**src/rtl/psoc_audio_pkg.sv**
```systemverilog
// Shared audio defaults and helpers for the DAC, I2S receiver and audio FIFO.
`ifndef PSOC_FRAME_SLICE
// Channel k of a packed multi-channel frame; channel 0 sits in the LSBs.
`define PSOC_FRAME_SLICE(bus, k, w) bus[(k)*(w) +: (w)]
`endif

package psoc_audio_pkg;

  localparam int DEF_SAMPLE_W = 24;
  localparam int DEF_CHANNELS = 2;
  localparam int DEF_DIV      = 2048;   // 48 kHz from 98.304 MHz

  // Counter width for a modulo-div counter; never below one bit.
  function automatic int div_width(input int div);
    return (div <= 2) ? 1 : $clog2(div);
  endfunction

  localparam int DEF_DIV_W = div_width(DEF_DIV);

endpackage

```
**src/rtl/psoc_dsm_channel.sv**
```systemverilog
// First-order delta-sigma modulator for one channel. The sample is converted to
// offset binary and added to the accumulator every enabled cycle; the carry out
// is the 1-bit output. The accumulator's top bit is exactly the registered carry,
// so it lives in bit_out and only the low SAMPLE_W bits are kept in r_acc.
module psoc_dsm_channel #(
  parameter int SAMPLE_W = 24
) (
  input  logic                clk,
  input  logic                rst,
  input  logic                en,
  input  logic [SAMPLE_W-1:0] sample,
  output logic                bit_out
);

  logic [SAMPLE_W-1:0] w_u;
  logic [SAMPLE_W:0]   w_sum;
  logic [SAMPLE_W-1:0] r_acc;
  logic                r_bit;

  // Signed midscale (0) maps to 2^(SAMPLE_W-1), i.e. 50 % ones density.
  assign w_u   = {~sample[SAMPLE_W-1], sample[SAMPLE_W-2:0]};
  assign w_sum = {1'b0, r_acc} + {1'b0, w_u};

  // Accumulate while enabled; mute clears the loop so re-enable starts cleanly.
  always_ff @(posedge clk or posedge rst) begin
    if (rst) begin
      r_acc <= '0;
      r_bit <= 1'b0;
    end else if (!en) begin
      r_acc <= '0;
      r_bit <= 1'b0;
    end else begin
      r_acc <= w_sum[SAMPLE_W-1:0];
      r_bit <= w_sum[SAMPLE_W];
    end
  end

  assign bit_out = r_bit;

endmodule

```
**src/rtl/psoc_dac_dsm.sv**
```systemverilog
// Multi-channel delta-sigma audio DAC front end: sample-rate FIFO read strobe,
// per-channel frame hold (last frame repeats on underrun), saturating underrun
// counter and one modulator per channel.
module psoc_dac_dsm
  import psoc_audio_pkg::*;
#(
  parameter int SAMPLE_W = DEF_SAMPLE_W,
  parameter int CHANNELS = DEF_CHANNELS,
  parameter int DIV      = DEF_DIV,
  parameter int UCNT_W   = 16
) (
  input  logic                         clk,
  input  logic                         rst,
  input  logic                         enable,
  input  logic [CHANNELS*SAMPLE_W-1:0] fifo_data,
  input  logic                         fifo_valid,
  output logic                         fifo_ready,
  output logic [CHANNELS-1:0]          dac_out,
  output logic [UCNT_W-1:0]            underrun_cnt,
  input  logic                         underrun_clr
);

  localparam int               DIV_W    = div_width(DIV);
  localparam logic [DIV_W-1:0] DIV_LAST = DIV_W'(DIV - 1);

  logic [DIV_W-1:0]  r_div_cnt;
  logic [UCNT_W-1:0] r_ucnt;
  logic              w_strobe;

  // One strobe per period; gated by enable so a falling enable cancels it,
  // and by rst so every output reads 0 while reset is held.
  assign w_strobe   = enable & ~rst & (r_div_cnt == '0);
  assign fifo_ready = w_strobe;

  // Sample-period divider: 0..DIV-1 while running, parked at 0 when muted.
  always_ff @(posedge clk or posedge rst) begin
    if (rst) begin
      r_div_cnt <= '0;
    end else if (!enable) begin
      r_div_cnt <= '0;
    end else if (r_div_cnt == DIV_LAST) begin
      r_div_cnt <= '0;
    end else begin
      r_div_cnt <= r_div_cnt + DIV_W'(1);
    end
  end

  // Underrun counter: clear wins over a same-cycle increment; saturates; kept across mute.
  always_ff @(posedge clk or posedge rst) begin
    if (rst) begin
      r_ucnt <= '0;
    end else if (underrun_clr) begin
      r_ucnt <= '0;
    end else if (w_strobe && !fifo_valid && (r_ucnt != '1)) begin
      r_ucnt <= r_ucnt + UCNT_W'(1);
    end
  end

  assign underrun_cnt = r_ucnt;

  for (genvar gi = 0; gi < CHANNELS; gi++) begin : g_ch
    logic [SAMPLE_W-1:0] r_hold;

    // Frame hold: load on a valid strobe, otherwise repeat; mute returns to midscale.
    always_ff @(posedge clk or posedge rst) begin
      if (rst) begin
        r_hold <= '0;
      end else if (!enable) begin
        r_hold <= '0;
      end else if (w_strobe && fifo_valid) begin
        r_hold <= `PSOC_FRAME_SLICE(fifo_data, gi, SAMPLE_W);
      end
    end

    psoc_dsm_channel #(
      .SAMPLE_W (SAMPLE_W)
    ) u_dsm (
      .clk     (clk),
      .rst     (rst),
      .en      (enable),
      .sample  (r_hold),
      .bit_out (dac_out[gi])
    );
  end

endmodule

```
**config.mk**
```make
export PLATFORM = sky130hd
export DESIGN_NAME = psoc_dac_dsm
export DESIGN_NICKNAME = d
export VERILOG_FILES = /design/src/rtl/psoc_audio_pkg.sv /design/src/rtl/psoc_dsm_channel.sv /design/src/rtl/psoc_dac_dsm.sv
export SDC_FILE = /design/constraint.sdc
export NUM_CORES = 1
export LEC_CHECK = 0
export ABC_CLOCK_PERIOD_IN_PS = 4010
export CORE_ASPECT_RATIO = 0.8
export CORE_MARGIN = 2
export CORE_UTILIZATION = 51
export CTS_CLUSTER_SIZE = 28
export DETAILED_ROUTE_END_ITERATION = 8
export GPL_TIMING_DRIVEN = 0
export PLACE_DENSITY = 0.69
export SYNTH_ARGS = -nofsm -noshare
export SYNTH_HDL_FRONTEND = slang
export SYNTH_SLANG_ARGS = --single-unit
```
**constraint.sdc**
```tcl
create_clock -name clk -period 4.01 [get_ports clk]
set_input_delay 0.401 -clock clk [delete_from_list [all_inputs] [get_ports clk]]
set_output_delay 0.401 -clock clk [all_outputs]
set_load 0.01 [all_outputs]
```
# Word level (Yosys, flattened, before mapping)

Cells that the tools add are included.
Widths: inputs -> output; s select.

Flip-flop bits (word level): 125
Input bits: 53
Output and inout bits: 19
Logic and storage cells: 38

Add/sub/neg operators: 4
Equal/unequal tests: 3
Mux-type cells: 12
Bitwise gates (word level): 5
Reductions and logical operators: 6

Operator list:

| kind                  | count |
|---|---|
| $mux 24               | 6 |
| $add 24x24->25        | 2 |
| $mux 16               | 2 |
| $mux 11               | 2 |
| $add 16x1->16 const B | 1 |
| $ne 16x16->1 const B  | 1 |
| $add 11x1->11 const B | 1 |
| $eq 11x11->1 const B  | 1 |
| $logic_not 11->1      | 1 |
| $logic_and 1x1->1     | 3 |
| $not 1->1             | 3 |
| $and 1x1->1           | 2 |
| $mux 1                | 2 |
| $ne 2x1->1 const B    | 1 |
| $reduce_bool 2->1     | 1 |
| $logic_not 1->1       | 1 |

# Longest topological paths before layout

Word-level depth: 7
Mapped depth: 9
Depth with buffers taken out: 9

# Hierarchy

From an unflattened synthesis, not the netlist that was laid out.

Cells, all modules: 836
Area total of the unflattened synthesis: 7714.9 um^2

Modules (own cells, without submodules):

| module                           | instances | cells an instance | area an instance (um^2) | sequential area each (um^2) |
|---|---|---|---|---|
| psoc_dac_dsm                     | 1         | 379               | 3613.5                  | 1876.8 |
| psoc_dsm_channel (g_ch[0].u_dsm) | 1         | 240               | 2129.5                  | 625.6 |
| psoc_dsm_channel (g_ch[1].u_dsm) | 1         | 217               | 1971.9                  | 625.6 |

# Least setup slack after synthesis

Ideal clock, no wire load.

Path kind: register -> register
From: register g_ch[1].r_hold[0]
To: register g_ch[1].u_dsm.r_acc[20]
Setup time: 0.132 ns
Arrival time: 2.256 ns
Required time: 3.878 ns
Slack: 1.622 ns
Cell stages (with the launch flop): 10
Path buffers: 0
Period minus slack after synthesis: 2.388 ns
Path through: dfrtp_1 -> ha_1 -> fa_1 -> a21oi_1 -> o211ai_1 -> a21o_1 -> a221oi_1 -> o31a_1 -> xor2_1 -> nor2_1

Word-level cells in the longest chain between the ends: 2

Ends and longest elaborated chain:

| item                     | RTL line               | RTL |
|---|---|---|
| start: declaration       | psoc_dac_dsm.sv:62     | `logic [SAMPLE_W-1:0] r_hold;` |
| start signal: assignment | psoc_dac_dsm.sv:71     | `` r_hold <= `PSOC_FRAME_SLICE(fifo_data, gi, SAMPLE_W); `` |
| $add 24x24->25           | psoc_dsm_channel.sv:22 | `assign w_sum = {1'b0, r_acc} + {1'b0, w_u};` |
| $mux 24                  | psoc_dsm_channel.sv:29 | `end else if (!en) begin` |
| end signal: assignment   | psoc_dsm_channel.sv:33 | `r_acc <= w_sum[SAMPLE_W-1:0];` |
| end: declaration         | psoc_dsm_channel.sv:17 | `logic [SAMPLE_W-1:0] r_acc;` |

No other way between the ends.
A chain may end at the register's enable or synchronous reset.

# Worst setup path in the final report

From: register g_ch[1].r_hold[0]
To: register g_ch[1].u_dsm.r_acc[18]

The elaborated chain is that of the path after synthesis.

==> summary by stage <==
Detailed routing
The via count normalized by instance count is between 5 and 6. Across all layers, the routed design uses 6,051 vias. The routed wire length per instance is around 16 um. After detailed routing, the met3 layer carries 923 um of wire. The remaining number of nets flagged by the antenna check after routing is 0. The detailed-routed wire length on met2 is around 7900 um. The top layer used by detailed routing is met4. The DRC marker count from the first detailed-route iteration is 481.

The number of detailed-route iterations in the first pass is 5. For this block, the routed nets add up to 17,600 um of wire. The total DRC errors in the routed layout is 0. The post-route met1 wirelength is between 8000 and 9000 um.

Global routing
Summed over all layers, the global routing overflow is 0. The pin count of the biggest net entering global routing is 81. The number of antenna violations at the first check in global routing is 0. The aggregate global-route resource usage is 0.249. The first global-routing pass estimated about 29,000 um of wire. The via count of the first global-routing pass is around 6,000.

Clock tree
The number of clock buffers added by TritonCTS is 17. In this run the post-CTS setup repair buffer count came out at 0. TritonCTS built the clock tree.

The maximum buffer depth of the clock tree is 2. The number of sinks driven by the clock tree is between 100 and 150. For the worst-skew pair, the clock arrives at the later sink with an insertion delay of around 0.43 ns. The number of gates resized after CTS is 0.

The H-tree was split into 4 levels. After clock tree synthesis, the flow added hold-fix buffers numbering 0. The CTS clock-pin slew for the worst setup and hold paths is around 0.06 ns. The root buffer selected by CTS is sky130_fd_sc_hd__clkbuf_16.

Floorplanning
The I/O pin count is roughly 70. The initial utilization of the core area, before any placement, comes to 0.526. In this run the vertical extent of the chip is between 100 and 150 um. The die is around 140 um wide. The die covers about 0.015 mm^2. The site row count is 38. The core region is about 0.014 mm^2.

Power and ir drop
The power density normalized to cell area is approximately 370 mW/mm^2. The combinational share of power is 0.086. Of the total power, the share spent switching nets is 0.228.

The share of total power dissipated in the clock network is 0.512. The net switching component of the power is roughly 0.75 mW. The leakage power is between 3 and 4 nW. The peak supply drop is about 0.00032 V. The internal power is roughly 2.5 mW. The sequential share of power is 0.402.

STA
The final setup slack of the worst path is ~1 ns. The final count of negative-setup-slack endpoints is 0. The time the final worst path needs with I/O delays and setup is about 3.0 ns. Summed over all failing endpoints, the final setup total negative slack is 0 ns.

Setup repair after global routing left no endpoint under its margin. The maximum operating frequency is between 300 and 400 MHz. The worst max-slew margin expressed relative to the limit is 0.548. At the pin with the least slew margin, the transition time is roughly 0.68 ns.

The clock skew after layout is ~0.0077 ns. The total count of max-transition violations in the final report is 0. The final-report hold violation count is 0. In the finished design, the share of the clock period the worst path needs comes to 0.750.

Final layout
The layout has ~1,100 filler cells. The multi-input combinational cells in the finished layout cover a total of 0.00384 mm^2. Summing all non-filler instances in the final layout gives an area of 0.00877 mm^2.

The area used by sequential logic in the layout is 0.00313 mm^2. In the final layout, the share of cells above drive strength 1 is 0.0645. The number of antenna diodes in the final layout is 0. After the last flow step, the layout net total stands at roughly 990. The relative area change from synthesis to final layout is 22.1%.

Synth
In this run the mean area of a mapped cell was between 8 and 9 um^2. The share of synthesized area occupied by flip-flops and latches is 0.436. Yosys instantiated no cell more often than sky130_fd_sc_hd__nand2_1. In the synthesized netlist, the cells that appear most often are 139 x sky130_fd_sc_hd__nand2_1, 125 x sky130_fd_sc_hd__dfrtp_1, 95 x sky130_fd_sc_hd__a21oi_1, 77 x sky130_fd_sc_hd__nor2_1, 51 x sky130_fd_sc_hd__ha_1. The biggest area contributor in the post-synthesis netlist is sky130_fd_sc_hd__dfrtp_1. The top flip-flop cell by instance count after synthesis is sky130_fd_sc_hd__dfrtp_1. After synthesis, the share of flip-flops with an asynchronous set or reset is 1.00. The net count of the mapped netlist is about 900.

The count of synthesis-stage warnings from yosys is 0. The share of the synthesized area in the top cell type is 0.436. The summed instance area of the synthesized netlist is 0.00718 mm^2. In the post-synthesis netlist, the biggest area contributors are sky130_fd_sc_hd__dfrtp_1 44%, sky130_fd_sc_hd__ha_1 8.9%, sky130_fd_sc_hd__nand2_1 7.3%. The number of enable flip-flop cells after synthesis is 0. The count of different cell masters after synthesis is 65. Synthesis produced between 700 and 800 cells. In this run, synthesis produced a sequential element count of around 130.

Status
The flow ran to the end, and the final reports show no timing, DRC or antenna violations.

Critical path
The worst setup path is of the reg -> reg kind. STA puts the critical path data arrival time at 3.29 ns. The largest individual stage delay along the critical path comes from the cell sky130_fd_sc_hd__a221oi_1.

On the worst path, the slowest cell contributes a delay of 0.60 ns. In this run the worst path has a maximum fanout of 4. The worst setup path is launched from a flip-flop.

The data required time of the worst path is around 4.3 ns. STA classifies the critical path endpoint as a flip-flop. Walking the worst path, the cells encountered are ha_1 > fa_1 > a21oi_1 > o211ai_1 > a21o_1 > a221oi_1 > o21ai_0 > xnor2_1 > nor2_1.

Placed design
In this run the tool buffered the top-level ports with 69 buffer cells. OpenSTA, run right after detailed placement, puts the worst setup slack at around 1.2 ns. After detailed placement, the total cell area comes to between 0.008 and 0.009 mm^2. The HPWL after detailed placement is 12,500 um. At the end of routability-driven placement, the weighted congestion stood at just over 0.9.

Flow run
The max-capacitance violation count is 0.

Hold path
The worst hold path class is in -> reg.
## final cells by class
| type | instances | area share |
|---|---|---|
| flip-flops and latches | 125 | 0.357 |
| clock buffers | 19 | 0.0505 |
| repair buffers | 70 | 0.0819 |
| well taps | 180 | 0.0257 |
| multi-input cells | 622 | 0.438 |
| inverters | 18 | 0.00828 |
| plain buffers | 33 | 0.0163 |
| clock inverters | 12 | 0.0221 |
## power groups by stage
stage          sequential, mW  combinational, mW  clock, mW
3_3_place_gp             1.34              0.269          0
5_1_grt                  1.32              0.316       1.76
6_report                 1.31              0.282       1.68
3_5_place_dp             1.34              0.281          0
4_1_cts                  1.31              0.285       1.69
2_1_floorplan            1.33              0.167          0
## per-layer routing
metal / up-vias / global-route usage
li1: 2957 / -
met1: 2895 / 0.353
met2: 170 / 0.374
met3: 29 / 0.0608
met4: 0 / 0.0878
met5: - / 0
## flip-flops by register name, indices dropped and copies added, names as in the netlist
name	count
underrun_cnt	16
r_div_cnt	11
g_ch.u_dsm.bit_out	2
g_ch.u_dsm.r_acc	48
g_ch.r_hold	48
## placed cells by master, fill, tap and decap left out, types with 6 or more instances in the layout
master | netlist | layout
sky130_fd_sc_hd__a211oi_1 | 7 | 7
sky130_fd_sc_hd__a21o_1 | 10 | 10
sky130_fd_sc_hd__a21oi_1 | 95 | 95
sky130_fd_sc_hd__a31oi_1 | 6 | 6
sky130_fd_sc_hd__and2_1 | 13 | 13
sky130_fd_sc_hd__and3_1 | 10 | 10
sky130_fd_sc_hd__buf_2 | 6 | 6
sky130_fd_sc_hd__clkbuf_1 | 21 | 22
sky130_fd_sc_hd__clkbuf_16 | 0 | 17
sky130_fd_sc_hd__clkdlybuf4s50_1 | 0 | 69
sky130_fd_sc_hd__dfrtp_1 | 125 | 125
sky130_fd_sc_hd__ha_1 | 51 | 51
sky130_fd_sc_hd__inv_1 | 18 | 17
sky130_fd_sc_hd__mux2i_1 | 6 | 6
sky130_fd_sc_hd__nand2_1 | 139 | 139
sky130_fd_sc_hd__nand2b_1 | 6 | 6
sky130_fd_sc_hd__nand3_1 | 21 | 21
sky130_fd_sc_hd__nand4_1 | 6 | 6
sky130_fd_sc_hd__nor2_1 | 77 | 77
sky130_fd_sc_hd__nor3_1 | 14 | 14
sky130_fd_sc_hd__o21ai_0 | 32 | 32
sky130_fd_sc_hd__xnor2_1 | 25 | 25
sky130_fd_sc_hd__xor2_1 | 29 | 29
## worst paths after layout
path	from	endpoint	slack [ns]	cells after the start
max	g_ch[1].r_hold[0]	g_ch[1].u_dsm.r_acc[18]	1.00	9
min	enable	g_ch[0].u_dsm.r_acc[21]	0.31	3
max reg2reg	g_ch[1].r_hold[0]	g_ch[1].u_dsm.r_acc[18]	1.00	9
min reg2reg	g_ch[1].r_hold[6]	g_ch[1].r_hold[6]	0.53	2
max in group asynchronous	rst	g_ch[1].u_dsm.r_acc[19]	2.87	3
min in group asynchronous	rst	r_div_cnt[9]	0.41	2
## stage by stage
stage | hold WS (ns) | utilization | instances | power (mW)
finish | 0.313 | 0.642 | 1079 | 3.27
global route | 0.314 | 0.642 | 1079 | 3.39
CTS | 0.307 | 0.642 | 1079 | 3.29
detailed placement | 0.522 | 0.596 | 1048 | 1.62
global placement | 0.502 | 0.593 | 1047 | 1.60
floorplan | 0.476 | - | 798 | 1.50
## critical path: cells and delay by family, from the launching register on
family / cells / cell delay [ns]
xor+xnor: 1 / 0.20
simple gates: 1 / 0.05
compound gates: 5 / 1.55
flops: 1 / 0.38
fa+ha+maj: 2 / 0.68
## logic make-up (layout without fill, tap and decap cells)
kind of cell / Yosys count / in the layout / synth area share
AO/OA/AOI/OAI: 196 / 196 / 0.168
AND/OR/NAND/NOR: 313 / 313 / 0.199
buffers and inverters: 51 / 152 / 0.0293
multiplexers: 6 / 6 / 0.00836
flip-flops: 125 / 125 / 0.436
XOR/XNOR: 54 / 54 / 0.0659
adder cells (fa/ha/maj): 53 / 53 / 0.0944
(Power assumes the default switching activity.)
